File: config.mk
export PLATFORM = sky130hd
export DESIGN_NAME = issue_ctrl_flat
export DESIGN_NICKNAME = d
export VERILOG_FILES = /design/src/rtl/issue_ctrl_pkg.sv /design/src/rtl/issue_ctrl_if.sv /design/src/rtl/issue_ctrl_mul_track_pipe.sv /design/src/rtl/issue_ctrl.sv /design/src/flat_wrapper.sv
export SDC_FILE = /design/constraint.sdc
export NUM_CORES = 1
export LEC_CHECK = 0
export ABC_AREA = 1
export CORE_AREA = 2 2 87 89
export CTS_CLUSTER_SIZE = 40
export DETAILED_ROUTE_END_ITERATION = 6
export DIE_AREA = 0 0 89 91
export GPL_TIMING_DRIVEN = 0
export PLACE_DENSITY_LB_ADDON = 0.08
export SYNTH_ARGS = -nofsm -noshare
export SYNTH_HDL_FRONTEND = slang
export SYNTH_HIERARCHICAL = 1
export SYNTH_SLANG_ARGS = --single-unit
File: constraint.sdc
create_clock -name clock -period 1.8 [get_ports clock]
set_input_delay 0.36 -clock clock [delete_from_list [all_inputs] [get_ports clock]]
set_output_delay 0.36 -clock clock [all_outputs]
set_load 0.05 [all_outputs]
File: src/rtl/issue_ctrl_pkg.sv
// Shared types and sizing for the issue/completion controller.
package issue_ctrl_pkg;

    localparam int RS_SZ       = 5;
    localparam int RS_IDX_W    = $clog2(RS_SZ);
    localparam int PREG_W      = 6;
    localparam int MUL_LAT_DEF = 4;

    // Functional-unit class carried with every issued instruction.
    typedef enum logic [1:0] {
        FU_ALU   = 2'd0,
        FU_MUL   = 2'd1,
        FU_LOAD  = 2'd2,
        FU_STORE = 2'd3
    } fu_class_t;

    // One in-flight instruction as seen by the completion logic.
    typedef struct packed {
        logic                valid;
        logic [RS_IDX_W-1:0] rs_idx;
        logic [PREG_W-1:0]   tag;
        logic                dest_valid;
    } is_track_entry_t;

    // LOAD and STORE share the single memory tracking slot.
    function automatic logic is_mem_class(input fu_class_t fu);
        return (fu == FU_LOAD) || (fu == FU_STORE);
    endfunction

endpackage

File: src/rtl/issue_ctrl_if.sv
// Issue, memory-done and completion signals between the reservation station
// side (master) and the issue controller (slave).
//
// Issue handshake: an instruction transfers in a cycle where is_valid=1 and
// is_stall=0. is_stall is combinational, depends on is_valid, and is only
// ever asserted while is_valid=1; the RS must hold the instruction until it
// transfers. The *_start strobes mark the transfer cycle for each unit.
interface issue_ctrl_if;
    import issue_ctrl_pkg::*;

    logic                is_valid;
    logic [RS_IDX_W-1:0] is_rs_idx;
    logic [1:0]          is_fu;
    logic [PREG_W-1:0]   is_dest_tag;
    logic                is_dest_valid;
    logic                is_stall;
    logic                alu_start;
    logic                mul_start;
    logic                mem_start;
    logic                mem_done;
    logic                cdb_en;
    logic [PREG_W-1:0]   cdb_tag;
    logic                remove_en;
    logic [RS_IDX_W-1:0] remove_idx;

    modport master (
        output is_valid, is_rs_idx, is_fu, is_dest_tag, is_dest_valid, mem_done,
        input  is_stall, alu_start, mul_start, mem_start,
               cdb_en, cdb_tag, remove_en, remove_idx
    );

    modport slave (
        input  is_valid, is_rs_idx, is_fu, is_dest_tag, is_dest_valid, mem_done,
        output is_stall, alu_start, mul_start, mem_start,
               cdb_en, cdb_tag, remove_en, remove_idx
    );

endinterface

File: src/rtl/issue_ctrl_mul_track_pipe.sv
// Shadow of the pipelined multiplier: one tracking entry per stage, shifting
// one stage per cycle unless frozen because the last stage cannot retire.
module mul_track_pipe
    import issue_ctrl_pkg::*;
#(
    parameter int MUL_LAT = MUL_LAT_DEF
) (
    input  logic            clock,
    input  logic            reset,
    input  logic            in_valid,
    input  is_track_entry_t in_entry,
    input  logic            freeze,
    output logic            out_valid,
    output is_track_entry_t out_entry
);

    is_track_entry_t stage [MUL_LAT];

    // Shift the stage entries; a frozen pipe holds every stage and takes no insert.
    always_ff @(posedge clock) begin
        if (reset) begin
            for (int i = 0; i < MUL_LAT; i++) begin
                stage[i] <= '0;
            end
        end else if (!freeze) begin
            stage[0] <= in_valid ? in_entry : '0;
            for (int i = 1; i < MUL_LAT; i++) begin
                stage[i] <= stage[i-1];
            end
        end
    end

    assign out_entry = stage[MUL_LAT-1];
    assign out_valid = stage[MUL_LAT-1].valid;

endmodule

File: src/rtl/issue_ctrl.sv
// Issue/completion controller: accepts one instruction per cycle into the
// ALU slot, MUL tracking pipe or MEM slot, grants one completion per cycle
// (MUL > MEM > ALU) and registers the CDB broadcast and RS remove strobe.
module issue_ctrl
    import issue_ctrl_pkg::*;
#(
    parameter int MUL_LAT = MUL_LAT_DEF
) (
    input  logic         clock,
    input  logic         reset,
    input  logic         interrupt,
    issue_ctrl_if.slave  bus
);

    logic            flush;
    fu_class_t       fu;
    is_track_entry_t issue_entry;
    is_track_entry_t alu_slot;
    is_track_entry_t mem_slot;
    is_track_entry_t mul_out;
    is_track_entry_t winner;
    logic            mem_done_q;
    logic            mul_out_valid;
    logic            grant_mul;
    logic            grant_mem;
    logic            grant_alu;
    logic            mul_freeze;
    logic            blocked;
    logic            stall;
    logic            accept;
    logic            accept_alu;
    logic            accept_mul;
    logic            accept_mem;
    logic            cdb_en_q;
    logic [PREG_W-1:0]   cdb_tag_q;
    logic            remove_en_q;
    logic [RS_IDX_W-1:0] remove_idx_q;

    // An interrupt discards everything in flight exactly like reset.
    assign flush = reset | interrupt;
    assign fu    = fu_class_t'(bus.is_fu);

    assign issue_entry = '{valid:      1'b1,
                           rs_idx:     bus.is_rs_idx,
                           tag:        bus.is_dest_tag,
                           dest_valid: bus.is_dest_valid};

    // Fixed-priority completion arbiter; winner is all-zero when nothing is granted.
    always_comb begin
        grant_mul = mul_out_valid;
        grant_mem = !grant_mul && mem_slot.valid && mem_done_q;
        grant_alu = !grant_mul && !grant_mem && alu_slot.valid;
        winner    = '0;
        if (grant_mul) begin
            winner = mul_out;
        end else if (grant_mem) begin
            winner = mem_slot;
        end else if (grant_alu) begin
            winner = alu_slot;
        end
    end

    // A unit accepts a new instruction if its slot is free or retires this cycle.
    always_comb begin
        mul_freeze = mul_out_valid && !grant_mul;
        blocked    = 1'b0;
        case (fu)
            FU_ALU:            blocked = alu_slot.valid && !grant_alu;
            FU_MUL:            blocked = mul_freeze;
            FU_LOAD, FU_STORE: blocked = mem_slot.valid && !grant_mem;
            default:           blocked = 1'b0;
        endcase
        stall      = bus.is_valid && blocked;
        accept     = bus.is_valid && !blocked && !flush;
        accept_alu = accept && (fu == FU_ALU);
        accept_mul = accept && (fu == FU_MUL);
        accept_mem = accept && is_mem_class(fu);
    end

    assign bus.is_stall  = stall;
    assign bus.alu_start = accept_alu;
    assign bus.mul_start = accept_mul;
    assign bus.mem_start = accept_mem;

    mul_track_pipe #(
        .MUL_LAT (MUL_LAT)
    ) u_mul_pipe (
        .clock     (clock),
        .reset     (flush),
        .in_valid  (accept_mul),
        .in_entry  (issue_entry),
        .freeze    (mul_freeze),
        .out_valid (mul_out_valid),
        .out_entry (mul_out)
    );

    // ALU slot: one-cycle residency, reloadable in its own grant cycle.
    always_ff @(posedge clock) begin
        if (flush) begin
            alu_slot <= '0;
        end else if (accept_alu) begin
            alu_slot <= issue_entry;
        end else if (grant_alu) begin
            alu_slot <= '0;
        end
    end

    // MEM slot: waits for mem_done, then holds done until it wins arbitration.
    always_ff @(posedge clock) begin
        if (flush) begin
            mem_slot   <= '0;
            mem_done_q <= 1'b0;
        end else if (accept_mem) begin
            mem_slot   <= issue_entry;
            mem_done_q <= 1'b0;
        end else if (grant_mem) begin
            mem_slot   <= '0;
            mem_done_q <= 1'b0;
        end else if (mem_slot.valid && bus.mem_done) begin
            mem_done_q <= 1'b1;
        end
    end

    // Register the granted entry as the CDB broadcast and RS remove strobe.
    always_ff @(posedge clock) begin
        if (flush) begin
            cdb_en_q     <= 1'b0;
            cdb_tag_q    <= '0;
            remove_en_q  <= 1'b0;
            remove_idx_q <= '0;
        end else begin
            cdb_en_q     <= winner.valid && winner.dest_valid;
            cdb_tag_q    <= winner.tag;
            remove_en_q  <= winner.valid;
            remove_idx_q <= winner.rs_idx;
        end
    end

    assign bus.cdb_en     = cdb_en_q;
    assign bus.cdb_tag    = cdb_tag_q;
    assign bus.remove_en  = remove_en_q;
    assign bus.remove_idx = remove_idx_q;

endmodule

File: src/flat_wrapper.sv
// flat-port wrapper written by rule: the top's interface ports become plain ports
module issue_ctrl_flat import issue_ctrl_pkg::*;
#(
    parameter int MUL_LAT = MUL_LAT_DEF
)
  (clock, reset, interrupt, bus_is_valid, bus_is_rs_idx, bus_is_fu, bus_is_dest_tag, bus_is_dest_valid, bus_mem_done, bus_is_stall, bus_alu_start, bus_mul_start, bus_mem_start, bus_cdb_en, bus_cdb_tag, bus_remove_en, bus_remove_idx);
  issue_ctrl_if bus_i ();
  input  logic clock;
  input  logic reset;
  input  logic interrupt;
  input wire logic [$bits(bus_i.is_valid)-1:0] bus_is_valid;
  input wire logic [$bits(bus_i.is_rs_idx)-1:0] bus_is_rs_idx;
  input wire logic [$bits(bus_i.is_fu)-1:0] bus_is_fu;
  input wire logic [$bits(bus_i.is_dest_tag)-1:0] bus_is_dest_tag;
  input wire logic [$bits(bus_i.is_dest_valid)-1:0] bus_is_dest_valid;
  input wire logic [$bits(bus_i.mem_done)-1:0] bus_mem_done;
  output wire logic [$bits(bus_i.is_stall)-1:0] bus_is_stall;
  output wire logic [$bits(bus_i.alu_start)-1:0] bus_alu_start;
  output wire logic [$bits(bus_i.mul_start)-1:0] bus_mul_start;
  output wire logic [$bits(bus_i.mem_start)-1:0] bus_mem_start;
  output wire logic [$bits(bus_i.cdb_en)-1:0] bus_cdb_en;
  output wire logic [$bits(bus_i.cdb_tag)-1:0] bus_cdb_tag;
  output wire logic [$bits(bus_i.remove_en)-1:0] bus_remove_en;
  output wire logic [$bits(bus_i.remove_idx)-1:0] bus_remove_idx;
  assign bus_i.is_valid = bus_is_valid;
  assign bus_i.is_rs_idx = bus_is_rs_idx;
  assign bus_i.is_fu = bus_is_fu;
  assign bus_i.is_dest_tag = bus_is_dest_tag;
  assign bus_i.is_dest_valid = bus_is_dest_valid;
  assign bus_i.mem_done = bus_mem_done;
  assign bus_is_stall = bus_i.is_stall;
  assign bus_alu_start = bus_i.alu_start;
  assign bus_mul_start = bus_i.mul_start;
  assign bus_mem_start = bus_i.mem_start;
  assign bus_cdb_en = bus_i.cdb_en;
  assign bus_cdb_tag = bus_i.cdb_tag;
  assign bus_remove_en = bus_i.remove_en;
  assign bus_remove_idx = bus_i.remove_idx;
  issue_ctrl #(.MUL_LAT(MUL_LAT)) u_core (.clock(clock), .reset(reset), .interrupt(interrupt), .bus(bus_i));
endmodule
==> results of run 1 <==
==> final cells by class <==
class                      instances  area, um2  area share [%]
timing repair buffer              39        360            9.18
sequential                        78       2000            51.1
tap                               99        124            3.16
buffer                            11       92.6            2.36
inverter                          63        236            6.02
clock buffer                      12        179            4.56
clock inverter                     4       48.8            1.24
multi-input combinational        160        880            22.4
==> per-layer routing <==
metal  routed length (um)  GRT usage [%]  vias up
met5                    0              0        -
met4                   78           6.72        0
met3                  234           4.18        7
met2                 2800           23.4       58
met1                 3000           22.7      983
li1                     -              -     1095
==> power groups by stage <==
stage / Sequential (mW) / Clock [mW] / Combinational (mW)
floorplan: 1.98 / 0 / 0.108
finish: 1.94 / 1.45 / 0.198
global route: 1.95 / 1.56 / 0.216
CTS: 1.94 / 1.48 / 0.195
detailed placement: 1.98 / 0 / 0.186
global placement: 1.98 / 0 / 0.184
==> timing repair <==
| action | CTS | global route |
|---|---|---|
| endpoints found under the hold margin | 0 | 0 |
| gates resized for setup | 52 | 4 |
| setup endpoints to repair | 55 | 44 |
| pin swaps | 6 | 3 |
| hold buffers | 0 | 0 |
| setup buffers | 6 | 2 |
==> cells by family after synthesis <==
logic type             Yosys count  synth area share, %
AO/OA/AOI/OAI                   37                 7.81
other                            2                0.238
AND/OR/NAND/NOR                120                 17.9
buffers and inverters           75                 10.6
flip-flops                      78                 63.5
==> critical path: stages (launching register included) <==
cell,delay [ps]
edfxtp_1,460
a21o_1,250
nand2_1,140
nand4_4,110
inv_2,100
buf_6,150
==> final timing paths <==
| kind | startpoint | to | slack (ps) |
|---|---|---|---|
| max reg2reg | u_core/u_mul_pipe/stage[3][10] | u_core/mem_slot[9] | 40 |
| max | u_core/u_mul_pipe/stage[3][10] | bus_alu_start | -120 |
| min reg2reg | u_core/mem_slot[8] | u_core/mem_slot[8] | 460 |
| min | u_core/mem_slot[8] | u_core/mem_slot[8] | 460 |
==> cell usage in the layout (no fill, tap or decap), types with 5 or more instances in the layout <==
cell	netlist	routed
dlygate4sd2_1	0	15
buf_4	1	9
edfxtp_1	44	44
buf_6	6	9
clkdlybuf4s50_1	0	12
nand2_1	48	47
dfxtp_1	34	32
o21ai_2	8	8
nor2_1	44	43
o22ai_1	8	8
a21oi_1	8	7
inv_1	58	57
a31oi_1	9	9
nand3_1	7	5
nand4_1	7	7
clkbuf_8	0	9
==> Yosys cell counts, types with 3 or more instances <==
cell / count / area (um2)
inv_1: 58 / 218
nand2_1: 48 / 180
edfxtp_1: 44 / 1320
nor2_1: 44 / 165
dfxtp_1: 34 / 681
a31oi_1: 9 / 56.3
a21oi_1: 8 / 40.0
o21ai_2: 8 / 70.1
o22ai_1: 8 / 50.1
nand3_1: 7 / 35.0
nand4_1: 7 / 43.8
buf_6: 6 / 67.6
nor2_2: 5 / 31.3
clkbuf_1: 3 / 11.3
clkinv_1: 3 / 11.3
==> flip-flops by register name, summed over array words and instances, names as in the netlist <==
signal	count
u_core/bus.remove_idx	3
u_core/bus.cdb_en	1
u_core/mem_slot	11
u_core/alu_slot	11
u_core/mem_done_q	1
u_core/bus.remove_en	1
u_core/u_mul_pipe/stage	44
u_core/bus.cdb_tag	6
==> results.sh, run 1 <==
export IMPL_critical_path_class="register to primary output"
export IMPL_drive_gt1_share_pct=18.5
export IMPL_ant_nets=0
export IMPL_track_usage_pct=16.1
export IMPL_gp_congestion=0.773
export IMPL_die_w_um=89
export IMPL_cts_buffers=9
export IMPL_end_kind="primary output"
export IMPL_period_share_pct=107
export IMPL_p_switching_mw=0.777
export IMPL_relSlewSlack_pct=-20.8
export IMPL_drt_iter0_markers=116
export IMPL_cp_required_ps=1440
export IMPL_setup_viol=4
export IMPL_cts_tree="done"
export IMPL_p_leak_nw=1.58
export IMPL_ys_ff_latch=78
export IMPL_hp_class="register to register"
export IMPL_stdcell_count=466
export IMPL_tns_ps=-377
export IMPL_p_comb_share_pct=5.5
export IMPL_insertion_delay_ps=350
export IMPL_ys_seq_area_share_pct=63.5
export IMPL_clkPwrFrac_pct=40.4
export IMPL_viasPerCell=4.60
export IMPL_final_util_pct=55.0
export IMPL_synth_area_um2=3150
export IMPL_crit_arrival_ps=1560
export IMPL_core_um2=7140
export IMPL_outcome="finished, violations left"
export IMPL_synth_edf_count=44
export IMPL_power_share_sequential_pct=54.1
export IMPL_skew_ps=7.69
export IMPL_dieHeight_um=91
export IMPL_worst_pin_slew_ps=1810
export IMPL_fmax_ghz=0.521
export IMPL_htreeDepth=3
export IMPL_reg2reg_depth=9
export IMPL_syn_avg_cell_area_um2=10.1
export IMPL_dp_cells=443
export IMPL_netlist_instances=312
export IMPL_drt_total_wl_um=6110
export IMPL_synthFlopType="edfxtp_1"
export IMPL_drc=0
export IMPL_p_int_mw=2.81
export IMPL_placed_area_um2=3600
export IMPL_design_die_area_um2=8100
export IMPL_whs_path_depth=2
export IMPL_antenna_found_initial=0
export IMPL_area_delta_synth_final_pct=24.4
export IMPL_drv_slew=45
export IMPL_synth_warnings=6
export IMPL_vdd_drop_max_mv=0.583
export IMPL_fillers=661
export IMPL_hold_ws_ps=460
export IMPL_ios=32
export IMPL_async_flop_share_pct=0
export IMPL_rsz0062_at_grt="yes"
export IMPL_crit_fanout=4
export IMPL_place_ws_ps=-1020
export IMPL_drt_pass1_iter_count=5
export IMPL_hold_violations=0
export IMPL_p_sw_share_pct=21.7
export IMPL_ys_types=30
export IMPL_grt_pass1_vias=1966
export IMPL_power_density_nw_per_um2=915
export IMPL_n_antenna_cell=0
export IMPL_finalPower_mw=3.59
export IMPL_final_nets=379
export IMPL_numPortBuffers=31
export IMPL_path_clk_slew_ps=80
export IMPL_grt_ovfl_total=0
export IMPL_cts_root_buf="clkbuf_8"
export IMPL_start_util_pct=44.2
export IMPL_start_kind="register"
export IMPL_period_minus_slack_ps=1920
export IMPL_vias=2143
export IMPL_final_cell_area_um2=3930
export IMPL_grt_pass1_wl_um=9570
export IMPL_cts_sinks=78
export IMPL_avgRoutedWirePerCell_um=13.1
export IMPL_hpwl_um=3990
export IMPL_grt_max_degree=45
export IMPL_maxCapViolCount=0
export IMPL_row_count=31
export IMPL_clockBufferDepth=2
export IMPL_fin_ws_ps=-118
export IMPL_failed_checks="max-slew violations, negative setup slack"
Note: power is estimated with default switching activity, not from simulation.
==> inputs of run 2 (changes only) <==
- clock period: 1.8 -> 2.38 ns (I/O delays scaled with it)
==> run 2 against run 1 <==
- the run ends with max-slew violations left
- clock power shrank 30%
- first-iteration DRC count is 15% lower
- hold slack better by 19 ps
- register-to-register slack better by 680 ps
- total power decreased by 27%
- global-route usage is 0.41 points higher
- cell area down 3.2%
- critical path depth up 2
- die area did not move
- largest power group unchanged
==> results.sh, run 2 (synthesis gave the netlist of run 1 again) <==
export IMPL_period_minus_slack_ps=2340
export IMPL_ios=32
export IMPL_placed_area_um2=3590
export IMPL_crit_path_start="interrupt"
export IMPL_worstHoldStart="u_core/mem_slot[8]"
export IMPL_avgRoutedWirePerCell_um=13.1
export IMPL_hp_class="register to register"
export IMPL_setup_viol=0
export IMPL_p_sw_share_pct=21.4
export IMPL_reg_top3="u_core/u_mul_pipe/stage x44, u_core/alu_slot x11, u_core/mem_slot x11"
export IMPL_cts_sinks=78
export IMPL_cts_post_setup_buffers_inserted=0
export IMPL_cts_buffers=9
export IMPL_htreeDepth=3
export IMPL_largest_reg_flops=44
export IMPL_ff2ff_setup_slack_ps=720
export IMPL_final_cell_area_um2=3800
export IMPL_vdd_drop_max_mv=0.294
export IMPL_p_int_mw=2.07
export IMPL_hold_violations=0
export IMPL_clockBufferDepth=2
export IMPL_drt_total_wl_um=6030
export IMPL_final_util_pct=53.2
export IMPL_die_w_um=89
export IMPL_cts_resized=25
export IMPL_grt_ovfl_total=0
export IMPL_drt_iter0_markers=99
export IMPL_fin_ws_ps=39.7
export IMPL_cp_required_ps=1900
export IMPL_end_kind="primary output"
export IMPL_r2r_start="u_core/u_mul_pipe/stage[3][10]"
export IMPL_period_share_pct=98.3
export IMPL_hpwl_um=4060
export IMPL_p_switching_mw=0.564
export IMPL_drt_pass1_iter_count=4
export IMPL_skew_ps=11.1
export IMPL_power_share_sequential_pct=55.8
export IMPL_viasPerCell=4.62
export IMPL_grt_max_degree=45
export IMPL_dieHeight_um=91
export IMPL_finalPower_mw=2.63
export IMPL_top_register="u_core/u_mul_pipe/stage"
export IMPL_drc=0
export IMPL_design_die_area_um2=8100
export IMPL_numPortBuffers=31
export IMPL_row_count=31
export IMPL_crit_arrival_ps=1860
export IMPL_power_density_nw_per_um2=692
export IMPL_fillers=680
export IMPL_failed_checks="max-slew violations"
export IMPL_postCtsHoldBufs=0
export IMPL_track_usage_pct=16.5
export IMPL_layout_common_cells="inv_1, nand2_1, edfxtp_1, nor2_1, dfxtp_1"
export IMPL_cts_root_buf="clkbuf_8"
export IMPL_fmax_ghz=0.427
export IMPL_gp_congestion=0.805
export IMPL_final_nets=372
export IMPL_start_util_pct=44.2
export IMPL_insertion_delay_ps=340
export IMPL_drive_gt1_share_pct=14.7
export IMPL_grt_pass1_vias=2032
export IMPL_drv_slew=45
export IMPL_path_clk_slew_ps=70
export IMPL_core_um2=7140
export IMPL_area_delta_synth_final_pct=20.5
export IMPL_outcome="finished, violations left"
export IMPL_worst_pin_slew_ps=1760
export IMPL_start_kind="input port"
export IMPL_vias=2119
export IMPL_p_comb_share_pct=5.4
export IMPL_rsz0062_at_grt="yes"
export IMPL_ant_nets=0
export IMPL_tns_ps=0
export IMPL_p_leak_nw=1.47
export IMPL_clkPwrFrac_pct=38.8
export IMPL_antenna_found_initial=0
export IMPL_final_common_cell="inv_1"
export IMPL_maxCapViolCount=0
export IMPL_n_antenna_cell=0
export IMPL_place_ws_ps=-698
export IMPL_grt_pass1_wl_um=9820
export IMPL_crit_fanout=8
export IMPL_relSlewSlack_pct=-17.8
export IMPL_cts_tree="done"
export IMPL_critical_path_class="input port to primary output"
-- run 2: cell count changes in the layout (fill, tap and decap cells not counted), moves of 2 or more --
| cell | before | now |
|---|---|---|
| nand3_4 | 3 | 0 |
| nor2_4 | 3 | 0 |
| clkbuf_1 | 2 | 4 |
| clkdlybuf4s50_1 | 12 | 27 |
| nand3_2 | 0 | 2 |
| nor2_2 | 3 | 6 |
| dfxtp_1 | 32 | 34 |
| dlygate4sd2_1 | 15 | 0 |
| dfxtp_2 | 2 | 0 |
| buf_4 | 9 | 1 |
-- run 2: layout make-up --
cell class	instances	area, um2	area share (%)
sequential	78	2000	52.7
multi-input combinational	160	831	21.9
timing repair buffer	31	305	8.03
inverter	63	236	6.22
clock buffer	13	163	4.28
tap	99	124	3.26
buffer	12	96.3	2.54
clock inverter	3	42.5	1.12
-- run 2: routing by layer --
| metal | GRT usage (%) | vias to the layer above | part of all wire [%] |
|---|---|---|---|
| met3 | 3.36 | 13 | 5.4 |
| met2 | 24.4 | 66 | 46 |
| met4 | 8.08 | 0 | 2.4 |
| li1 | - | 1081 | - |
| met1 | 22.9 | 959 | 46 |
| met5 | 0 | - | 0 |
-- run 2: metrics by stage --
step           hold WS (ps)  cells
2_1_floorplan           432    313
3_3_place_gp            443    443
5_1_grt                 504    459
4_1_cts                 482    459
6_report                480    459
3_5_place_dp            471    443
-- run 2: power groups by stage --
| stage | clock [mW] | combinational [mW] | sequential [mW] |
|---|---|---|---|
| 5_1_grt | 1.09 | 0.158 | 1.47 |
| 6_report | 1.02 | 0.142 | 1.47 |
| 2_1_floorplan | 0 | 0.0811 | 1.50 |
| 3_3_place_gp | 0 | 0.138 | 1.50 |
| 3_5_place_dp | 0 | 0.139 | 1.50 |
| 4_1_cts | 1.04 | 0.141 | 1.47 |
-- run 2: final timing paths --
check	endpoint	cells after the start
worst max-delay path	bus_mul_start	7
worst min-delay path	u_core/mem_slot[8]	2
worst max register to register	u_core/u_mul_pipe/stage[0][3]	8
worst min register to register	u_core/mem_slot[8]	2
-- run 2: critical path, stage by stage --
cell and delay [ps]:
clkdlybuf4s50_1 390, or2_1 240, buf_6 150, nor2_8 130
nand3_2 110, nor2_2 180, buf_6 190
==> inputs of run 3 (changes only) <==
- SKIP_LAST_GASP: not set -> 1
- clock period: 2.38 -> 2.22 ns (I/O delays scaled with it)
==> run 3 against run 2 <==
- the run still ends with max-slew violations left
- clock skew decreased by 3.6 ps
- combinational power increased by 12%
- utilization increased by 1.6 points
- cell count increased by 0.65%
- hold slack got worse by 18 ps
- sequential power increased by 7%
- critical path type unchanged
==> results.sh, run 3 (synthesis gave the netlist of run 1 again) <==
export IMPL_outcome="finished, violations left"
export IMPL_failed_checks="max-slew violations"
export IMPL_drt_total_wl_um=6020
export IMPL_ant_nets=0
export IMPL_postCtsHoldBufs=0
export IMPL_dieHeight_um=91
export IMPL_drv_slew=45
export IMPL_hold_violations=0
export IMPL_tns_ps=0
export IMPL_crit_fanout=3
export IMPL_power_density_nw_per_um2=791
export IMPL_row_count=31
export IMPL_viasPerCell=4.60
export IMPL_setup_viol=0
export IMPL_gp_congestion=0.782
export IMPL_die_w_um=89
export IMPL_crit_arrival_ps=1620
export IMPL_clockBufferDepth=2
export IMPL_skew_ps=7.55
export IMPL_core_um2=7140
export IMPL_critical_path_class="input port to primary output"
export IMPL_cts_tree="done"
export IMPL_start_kind="input port"
export IMPL_drt_pass1_iter_count=4
export IMPL_end_kind="primary output"
export IMPL_period_share_pct=92.8
export IMPL_ios=32
export IMPL_finalPower_mw=3.10
export IMPL_grt_max_degree=45
export IMPL_antenna_found_initial=0
export IMPL_final_common_cell="inv_1"
export IMPL_p_switching_mw=0.622
export IMPL_largest_reg_flops=44
export IMPL_grt_ovfl_total=0
export IMPL_final_nets=375
export IMPL_grt_pass1_wl_um=9560
export IMPL_fin_ws_ps=159
export IMPL_cp_required_ps=1780
export IMPL_place_ws_ps=-713
export IMPL_grt_pass1_vias=1972
export IMPL_maxCapViolCount=0
export IMPL_stdcell_count=462
export IMPL_reg_top3="u_core/u_mul_pipe/stage x44, u_core/alu_slot x11, u_core/mem_slot x11"
export IMPL_insertion_delay_ps=340
export IMPL_hp_class="register to register"
export IMPL_rsz0062_at_grt="no"
export IMPL_path_clk_slew_ps=70
export IMPL_layout_common_cells="inv_1, nand2_1, edfxtp_1, nor2_1, dfxtp_1"
export IMPL_area_delta_synth_final_pct=24.1
export IMPL_n_antenna_cell=0
export IMPL_fmax_ghz=0.485
export IMPL_period_minus_slack_ps=2060
export IMPL_cts_root_buf="clkbuf_8"
export IMPL_design_die_area_um2=8100
export IMPL_track_usage_pct=15.7
export IMPL_cts_sinks=78
export IMPL_drt_iter0_markers=98
export IMPL_top_register="u_core/u_mul_pipe/stage"
export IMPL_hpwl_um=3970
export IMPL_p_leak_nw=1.53
export IMPL_vdd_drop_max_mv=0.476
export IMPL_worst_pin_slew_ps=1770
export IMPL_clkPwrFrac_pct=44.1
export IMPL_start_util_pct=44.2
export IMPL_relSlewSlack_pct=-18.5
export IMPL_htreeDepth=3
export IMPL_drc=0
export IMPL_p_comb_share_pct=5.1
export IMPL_p_sw_share_pct=20.1
export IMPL_dp_cells=443
export IMPL_drive_gt1_share_pct=15.7
export IMPL_p_int_mw=2.48
export IMPL_power_share_sequential_pct=50.8
export IMPL_vias=2127
export IMPL_avgRoutedWirePerCell_um=13.0
export IMPL_numPortBuffers=31
export IMPL_cts_buffers=9
-- run 3: cell types whose count changed in the layout (fill, tap and decap cells not counted), sizes merged --
cell / delta
buf: +3
clkdlybuf4s50: -3
bufinv: +3
clkinvlp: +1
clkbuf: -4
dlymetal6s2s: +3
-- run 3: critical path, stage by stage --
cell             delay [ps]
clkdlybuf4s50_1         530
nor2_4                   60
nand3_2                 140
nand3_4                 110
nor2_4                  160
buf_6                   170
-- run 3: layout make-up --
class | count | area (um2)
Inverter | 63 | 236
Sequential cell | 78 | 2000
Clock inverter | 7 | 136
Clock buffer | 9 | 124
Buffer | 12 | 96.3
Timing Repair Buffer | 34 | 338
Tap cell | 99 | 124
Fill cell | 680 | 3220
Multi-Input combinational cell | 160 | 858
-- run 3: what timing repair did --
action	4_1_cts	5_1_grt
gates resized for setup	27	8
endpoints found under the setup margin	4	4
pin swaps	1	3
buffers inserted	1	2
-- run 3: power by group through the flow --
stage	clock [mW]	combinational, mW	sequential [mW]
6_report	1.36	0.159	1.57
2_1_floorplan	0	0.0872	1.61
3_5_place_dp	0	0.150	1.61
4_1_cts	1.38	0.153	1.57
5_1_grt	1.46	0.174	1.58
3_3_place_gp	0	0.149	1.60
-- run 3: worst paths after layout --
check	from	endpoint	slack, ps	cells after the start
worst max-delay path	bus_is_fu[0]	bus_mul_start	160	6
worst min-delay path	u_core/mem_slot[8]	u_core/mem_slot[8]	460	2
worst max register to register	u_core/u_mul_pipe/stage[3][10]	u_core/u_mul_pipe/stage[0][1]	610	8
worst min register to register	u_core/mem_slot[8]	u_core/mem_slot[8]	460	2
-- run 3: metrics by stage --
stage | util, % | area (um2) | hold slack [ps]
global route | 54.9 | 3920 | 498
detailed placement | 50.4 | 3590 | 447
floorplan | - | 3160 | 432
global placement | 50.4 | 3590 | 443
finish | 54.9 | 3920 | 461
CTS | 54.2 | 3870 | 459
-- run 3: routing by layer --
| layer | GRT usage (%) | part of all wire, % | vias to the layer above |
|---|---|---|---|
| met5 | 0 | 0 | - |
| met4 | 6.84 | 1.5 | 0 |
| met3 | 2.45 | 4.2 | 9 |
| met2 | 23.3 | 45 | 51 |
| met1 | 22.8 | 49 | 975 |
| li1 | - | - | 1092 |
